**src/rtl/kulisch_dot_seq.sv**
```systemverilog
// Sequencer and accumulator controller for the Kulisch product shifter.
// Registers decoded products toward the shifter and folds each shifted term into a wide accumulator.
module kulisch_dot_seq #(
  parameter int unsigned MAN_W       = 6,
  parameter int unsigned EXP_W       = 4,
  parameter int unsigned ACC_DESIRED = 32,
  parameter int unsigned CNT_W       = 16
) (
  input  logic                   clock,
  input  logic                   reset,
  input  logic                   flush,
  input  logic                   in_valid,
  output logic                   in_ready,
  input  logic [MAN_W-1:0]       in_man,
  input  logic [EXP_W-1:0]       in_exp,
  input  logic                   in_sign,
  input  logic                   in_last,
  output logic [MAN_W-1:0]       sh_man,
  output logic [EXP_W-1:0]       sh_exp,
  output logic                   sh_sign,
  input  logic [ACC_DESIRED-1:0] sh_result,
  output logic                   out_valid,
  input  logic                   out_ready,
  output logic [ACC_DESIRED-1:0] out_acc,
  output logic                   out_ovf,
  output logic [CNT_W-1:0]       out_count
);

  localparam int unsigned ACC_W = ACC_DESIRED;

  typedef enum logic [1:0] {
    S_IDLE,
    S_RUN,
    S_DRAIN,
    S_OUT
  } state_t;

  state_t             state_q;
  logic [MAN_W-1:0]   sh_man_q;
  logic [EXP_W-1:0]   sh_exp_q;
  logic               sh_sign_q;
  logic               s1_valid_q;
  logic               s1_last_q;
  logic               s1_first_q;
  logic               out_valid_q;
  logic [ACC_W-1:0]   acc_q;
  logic               ovf_q;
  logic [CNT_W-1:0]   count_q;

  logic               accept;
  logic [ACC_W-1:0]   sum;
  logic               ovf_step;
  logic [ACC_W-1:0]   acc_d;
  logic               ovf_d;
  logic [CNT_W-1:0]   count_d;

  // in_ready follows reset directly so it reads 0 while reset is held and 1 as soon as it drops.
  assign in_ready = !reset && ((state_q == S_IDLE) || (state_q == S_RUN));
  assign accept   = in_valid && in_ready && !flush;

  always_comb begin
    sum      = acc_q + sh_result;
    ovf_step = (acc_q[ACC_W-1] == sh_result[ACC_W-1]) && (sum[ACC_W-1] != acc_q[ACC_W-1]);
    acc_d    = sum;
    ovf_d    = ovf_q | ovf_step;
    count_d  = (&count_q) ? count_q : count_q + CNT_W'(1);
    if (s1_first_q) begin
      acc_d   = sh_result;
      ovf_d   = 1'b0;
      count_d = CNT_W'(1);
    end
  end

  always_ff @(posedge clock or posedge reset) begin
    if (reset) begin
      state_q     <= S_IDLE;
      sh_man_q    <= '0;
      sh_exp_q    <= '0;
      sh_sign_q   <= 1'b0;
      s1_valid_q  <= 1'b0;
      s1_last_q   <= 1'b0;
      s1_first_q  <= 1'b0;
      out_valid_q <= 1'b0;
      acc_q       <= '0;
      ovf_q       <= 1'b0;
      count_q     <= '0;
    end else if (flush) begin
      state_q     <= S_IDLE;
      s1_valid_q  <= 1'b0;
      s1_last_q   <= 1'b0;
      s1_first_q  <= 1'b0;
      out_valid_q <= 1'b0;
      acc_q       <= '0;
      ovf_q       <= 1'b0;
      count_q     <= '0;
    end else begin
      s1_valid_q <= accept;
      s1_last_q  <= accept && in_last;
      s1_first_q <= accept && (state_q == S_IDLE);
      if (accept) begin
        sh_man_q  <= in_man;
        sh_exp_q  <= in_exp;
        sh_sign_q <= in_sign;
      end

      if (s1_valid_q) begin
        acc_q   <= acc_d;
        ovf_q   <= ovf_d;
        count_q <= count_d;
      end

      unique case (state_q)
        S_IDLE: begin
          if (accept) state_q <= in_last ? S_DRAIN : S_RUN;
        end
        S_RUN: begin
          if (accept && in_last) state_q <= S_DRAIN;
        end
        S_DRAIN: begin
          if (s1_valid_q && s1_last_q) begin
            state_q     <= S_OUT;
            out_valid_q <= 1'b1;
          end
        end
        S_OUT: begin
          if (out_ready) begin
            state_q     <= S_IDLE;
            out_valid_q <= 1'b0;
          end
        end
        default: state_q <= S_IDLE;
      endcase
    end
  end

  assign sh_man    = sh_man_q;
  assign sh_exp    = sh_exp_q;
  assign sh_sign   = sh_sign_q;
  assign out_valid = out_valid_q;
  assign out_acc   = acc_q;
  assign out_ovf   = ovf_q;
  assign out_count = count_q;

endmodule
```
**config.mk**
```make
export PLATFORM = sky130hd
export DESIGN_NAME = kulisch_dot_seq
export DESIGN_NICKNAME = d
export VERILOG_FILES = /design/src/rtl/kulisch_dot_seq.sv
export SDC_FILE = /design/constraint.sdc
export NUM_CORES = 1
export LEC_CHECK = 0
export ABC_CLOCK_PERIOD_IN_PS = 7500
export BUFFER_PORTS_ARGS = -buffer_cell sky130_fd_sc_hd__buf_2
export CAP_MARGIN = 20
export CORE_MARGIN = 2
export CORE_UTILIZATION = 59
export DETAILED_ROUTE_END_ITERATION = 6
export PLACE_DENSITY = 0.84
export SLEW_MARGIN = 5
export SYNTH_ARGS = -nofsm -noshare
export SYNTH_HDL_FRONTEND = slang
export SYNTH_SLANG_ARGS = --single-unit
```
**constraint.sdc**
```tcl
create_clock -name clock -period 7.5 [get_ports clock]
set_clock_uncertainty 0.15 [all_clocks]
set_input_delay 1.5 -clock clock [delete_from_list [all_inputs] [get_ports clock]]
set_output_delay 1.5 -clock clock [all_outputs]
set_load 0.1 [all_outputs]
```
After elaboration in Yosys (flattened, before gate mapping)
Cells that the tools add are included.

word-level totals
  input port bits = 49
  output and inout port bits = 62
  logic and storage cells = 67
  register bits after elaboration = 66

operators by class
  muxes and demuxes = 24
  bitwise logic cells = 2
  equality and inequality tests = 10
  add/subtract/negate cells = 2
  reductions and logical operators = 18

operators by type and width
  cell                                                              count
  32-bit two-way mux                                                3
  16-bit two-way mux                                                4
  32-bit adder                                                      1
  16-bit by 1-bit adder with 16-bit output (second input constant)  1
  16-bit AND reduction                                              1
  2-bit two-way mux                                                 6
  3-bit != test (second input constant)                             4
  1-bit two-way mux                                                 9
  2-bit one-hot mux with 4 select lines                             1
  1-bit logical AND                                                 7
  2-bit == test (second input constant)                             2
  2-bit AND reduction                                               2
  4-bit AND reduction                                               1
  3-bit by 2-bit != test with 1-bit output (second input constant)  1
  3-bit AND reduction                                               1
  3-bit nonzero test                                                1
  2-bit by 1-bit == test with 1-bit output (second input constant)  1
  1-bit logical NOT                                                 2
  2-bit logical NOT                                                 1
  1-bit one-hot mux with 2 select lines                             1
  2-bit nonzero test                                                1
  1-bit == test                                                     1
  1-bit logical OR                                                  1
  1-bit != test                                                     1
  other kinds (2)                                                   2

Longest topological paths before layout
  depth after elaboration = 9
  gate-level depth with buffers = 12
  gate-level depth less buffers = 12

Least setup slack after synthesis
No wires, ideal clock.

  path type = in2out
  start point = input port reset
  end point = output port in_ready
  stages = 1
  path buffers = 0
  data required time = 5.850 ns
  data arrival time = 2.753 ns
  path slack = 3.097 ns
  cells stage by stage = nor2_1

between the ends
  word-level cells in the longest chain between the ends = 2

RTL lines
  what                                RTL line  RTL
  start, declared                     10        input logic reset,
  1-bit logical NOT (no source line)  --
  1-bit logical AND                   58        assign in_ready = !reset && ((state_q == S_IDLE) || (state_q == S_RUN));
  end, declared                       13        output logic in_ready,

Every way passes these cells.

Final worst setup path
  start point = input port sh_result[4]
  end point = register acc_q[31], in the netlist out_acc[31]

between the ends
  word-level cells in the longest chain between the ends = 4

RTL lines
  what                  RTL line  RTL
  start, declared       21        input logic [ACC_DESIRED-1:0] sh_result,
  32-bit adder          62        sum = acc_q + sh_result;
  32-bit two-way mux    67        if (s1_first_q) begin
  32-bit two-way mux    106       if (s1_valid_q) begin
  32-bit two-way mux    87        end else if (flush) begin
  end signal, assigned  84        acc_q <= '0;
  end signal, assigned  93        acc_q <= '0;
  end signal, assigned  107       acc_q <= acc_d;
  end, declared         46        logic [ACC_W-1:0] acc_q;

Every way passes these cells. The select of a mux whose other input is x is not followed.
A chain may end at the register's enable or synchronous reset.

==> impl_metrics.tcl <==
set metrics [dict create \
    placedInstanceArea_sq_um 5234 \
    syn_avg_cell_area_sq_um 9.032 \
    grt_max_degree 70 \
    worst_setup_path_end_kind "flop" \
    route.vias.total 4228 \
    startpoint_class_of_the_critical_path "input pin" \
    synth_largest_type_area_fraction_pct 35.65 \
    gpl.final_weighted_congestion 0.9086 \
    fmax_mhz 223.1 \
    layout_worst_path_cycle_share_pct 59.76 \
    post_drt_via_cell_ratio 5.889 \
    power.ir.vdd_worst_uv 380.7 \
    antenna_cells 0 \
    core_area_sq_um 7647 \
    commonest_cells_after_routing_fill_and_taps_aside "sky130_fd_sc_hd__buf_2, sky130_fd_sc_hd__dfrtp_1, sky130_fd_sc_hd__nor2_1" \
    tritoncts.num_buffers 9 \
    synth_cell_type_count 49 \
    setup_total_negative_slack_ns 0 \
    total_standard_cell_area_after_synthesis_sq_um 4633 \
    cts.sinks 66 \
    top_level_ports 111 \
    first_global_vias 4195 \
    worst-endpoint-required_ns 7.54 \
    final_hold_viol_count 0 \
    grt_antenna_before_repair 0 \
    ys.warnings.count 0 \
    drtAntennaViolNets 0 \
    finish.instance_area_sq_um 5508 \
    fin_nets 697 \
    synth-seq-cells 66 \
    pwrdens_nw_per_um2 304.9 \
    worst_r2r_startpoint "out_acc[4]" \
    holdWs_ns 0.3557 \
    synth-seq-area-share_pct 35.65 \
    p_leak_uw 0.002645 \
    post-dp-hpwl_um 7945 \
    worst-setup-path-type "input pin to flop" \
    syn-num-nets 599 \
    initial_core_util_pct 60.59 \
    worst_skew_late_latency_ns 0.34 \
    layout-area-overhead-vs-synth_pct 18.88 \
    drt-wirelength-per-cell_um 15.53 \
    drv.max_cap_violation_count 0 \
    final_util_pct 72.02 \
    grt-ovfl-total 0 \
    dr.first_iter.drc_count 218 \
    crit_start "sh_result[4]" \
    grt_setup_unrepaired "no" \
    min_from "sh_man[2]" \
    remaining_drc_errors 0 \
    crit_arrival_ns 4.53 \
    layout.cells.most_common "sky130_fd_sc_hd__buf_2" \
    clock_tree.htree_level_count 3 \
    tritoncts "built" \
    port_buffers 110 \
    total_grt_usage_pct 26.71 \
    relSlewSlack_pct 43.55 \
    cts-hold-fix-buffers 0 \
    syn-instance-count 513 \
    die_y_um 92.62 \
    rows 32 \
    largest_cells_by_area_after_synthesis "sky130_fd_sc_hd__dfrtp_1, sky130_fd_sc_hd__ha_1, sky130_fd_sc_hd__nor2_1, sky130_fd_sc_hd__o21ai_0, sky130_fd_sc_hd__xnor2_1" \
    drt-pass1-iter-count 5 \
    max_slew.worst_pin.slew_ns 0.8468 \
    die_width_um 92.62 \
    place_inst 700 \
    ctsLongestPathBuffers 2 \
    wire_length_of_the_first_global_routing_pass_um 18820 \
    design.die.area_sq_um 8578 \
    ratio_of_cells_with_drive_above_1_in_the_final_layout_pct 24.68 \
    worstHoldPathType "flop to flop" \
    postSynth.asyncResetShare_pct 100.0 \
    wl_um 11150 \
    cts.repair_timing.setup_buffer_count 0 \
    clock-root-buffer "sky130_fd_sc_hd__clkbuf_8" \
    finalMaxSlewViolations 0 \
    post_cts_resize_count 0 \
    layout_min_cycle_time_ns 4.482 \
    report.final.setup_viol 0 \
    run_status "completed" \
    post_layout_nonfiller_instances 718 \
    ys.flop_type "sky130_fd_sc_hd__dfrtp_1" \
    yosysTopAreaCell "sky130_fd_sc_hd__dfrtp_1" \
    worst_setup_hold_path_clk_slew_ns 0.08 \
    synth_enable_flop_cells 0 \
    critPathMaxFanout 4 \
]
==> power breakdown <==
group	total, uW	switching (uW)	internal (uW)
clock network	359	139	221
registers	463	47.7	415
logic	857	650	208
==> state kept, by name (all words and copies together) (netlist names) <==
register and count:
out_valid 1, out_ovf 1, s1_valid_q 1, s1_first_q 1, out_count 16, sh_man 6
sh_sign 1, s1_last_q 1, out_acc 32, sh_exp 4, state_q 2
==> critical path, cell delays in order <==
cell                        delay (ns)
sky130_fd_sc_hd__buf_2            0.11
sky130_fd_sc_hd__ha_1             0.36
sky130_fd_sc_hd__a21o_1           0.23
sky130_fd_sc_hd__o21bai_4         0.21
sky130_fd_sc_hd__o2111ai_4        0.23
sky130_fd_sc_hd__a21oi_2          0.10
sky130_fd_sc_hd__o41a_1           0.51
sky130_fd_sc_hd__a211oi_1         0.48
sky130_fd_sc_hd__mux2_2           0.40
sky130_fd_sc_hd__a311oi_1         0.31
sky130_fd_sc_hd__nor2_1           0.07
==> stage by stage <==
step                      worst slack, ns  power (uW)
after global routing                2.923        1758
after CTS                           3.079        1677
after detailed placement            2.736        1316
final                               3.018        1680
after global placement              2.874        1294
after floorplan                     3.097        1168
==> cell type report <==
cell class	count	area, sq um
well taps	102	127.6
flip-flops and latches	66	1654
fillers	599	2140
multi-input cells	408	2841
clock inverters	5	102.6
clock buffers	11	131.4
repair buffers	114	605.6
inverters	12	45.04
==> worst paths after layout <==
kind                                    end  slack, ns  cells after the start
worst min-delay path              sh_man[2]       0.36                      1
max in group asynchronous        s1_first_q       5.18                      3
worst max-delay path            out_acc[31]       3.02                     11
worst min register to register    sh_man[2]       0.36                      1
min in group asynchronous           sh_sign       1.04                      2
worst max register to register  out_acc[31]       3.91                     10
==> cell families after synthesis <==
group	count (synthesis)	share of synthesized area, %
buffers and inverters	39	3.160
adder cells (fa/ha/maj)	37	10.15
AND/OR/NAND/NOR	158	16.18
AO/OA/AOI/OAI	147	21.33
flip-flops	66	35.65
XOR/XNOR	39	7.372
multiplexers	27	6.157
==> cells in the mapped netlist (3+ instances only) <==
library cell               count
sky130_fd_sc_hd__and2_1        4
sky130_fd_sc_hd__nor2_1       59
sky130_fd_sc_hd__nor3b_1       3
sky130_fd_sc_hd__a31oi_1       7
sky130_fd_sc_hd__nor4_1        3
sky130_fd_sc_hd__nand3b_1      3
sky130_fd_sc_hd__o21a_1        3
sky130_fd_sc_hd__nand4_1      10
sky130_fd_sc_hd__ha_1         36
sky130_fd_sc_hd__dfrtp_1      66
sky130_fd_sc_hd__a21oi_1      30
sky130_fd_sc_hd__clkbuf_1     25
sky130_fd_sc_hd__nor2b_1      10
sky130_fd_sc_hd__mux2_2       12
sky130_fd_sc_hd__a21o_1       15
sky130_fd_sc_hd__o21ai_0      35
sky130_fd_sc_hd__and3_1        9
sky130_fd_sc_hd__nand2_1      36
sky130_fd_sc_hd__a211oi_1     21
sky130_fd_sc_hd__xnor2_1      20
sky130_fd_sc_hd__nor3_1        7
sky130_fd_sc_hd__o22ai_1       3
sky130_fd_sc_hd__nand2b_1      6
sky130_fd_sc_hd__mux2i_1      15
sky130_fd_sc_hd__xor2_1       19
sky130_fd_sc_hd__o211ai_1     15
sky130_fd_sc_hd__inv_1        12
sky130_fd_sc_hd__nand3_1       4
==> metal layers <==
metal,wire length [um],vias to the layer above,GRT usage (%),share of wire (%)
li1,-,2055,-,-
met1,4863,2030,34.64,44
met2,5431,133,44.59,49
met3,762,10,7.160,6.8
met4,93,0,6.863,0.83
met5,0,-,0,0
Power figures use the tool's default switching activity.
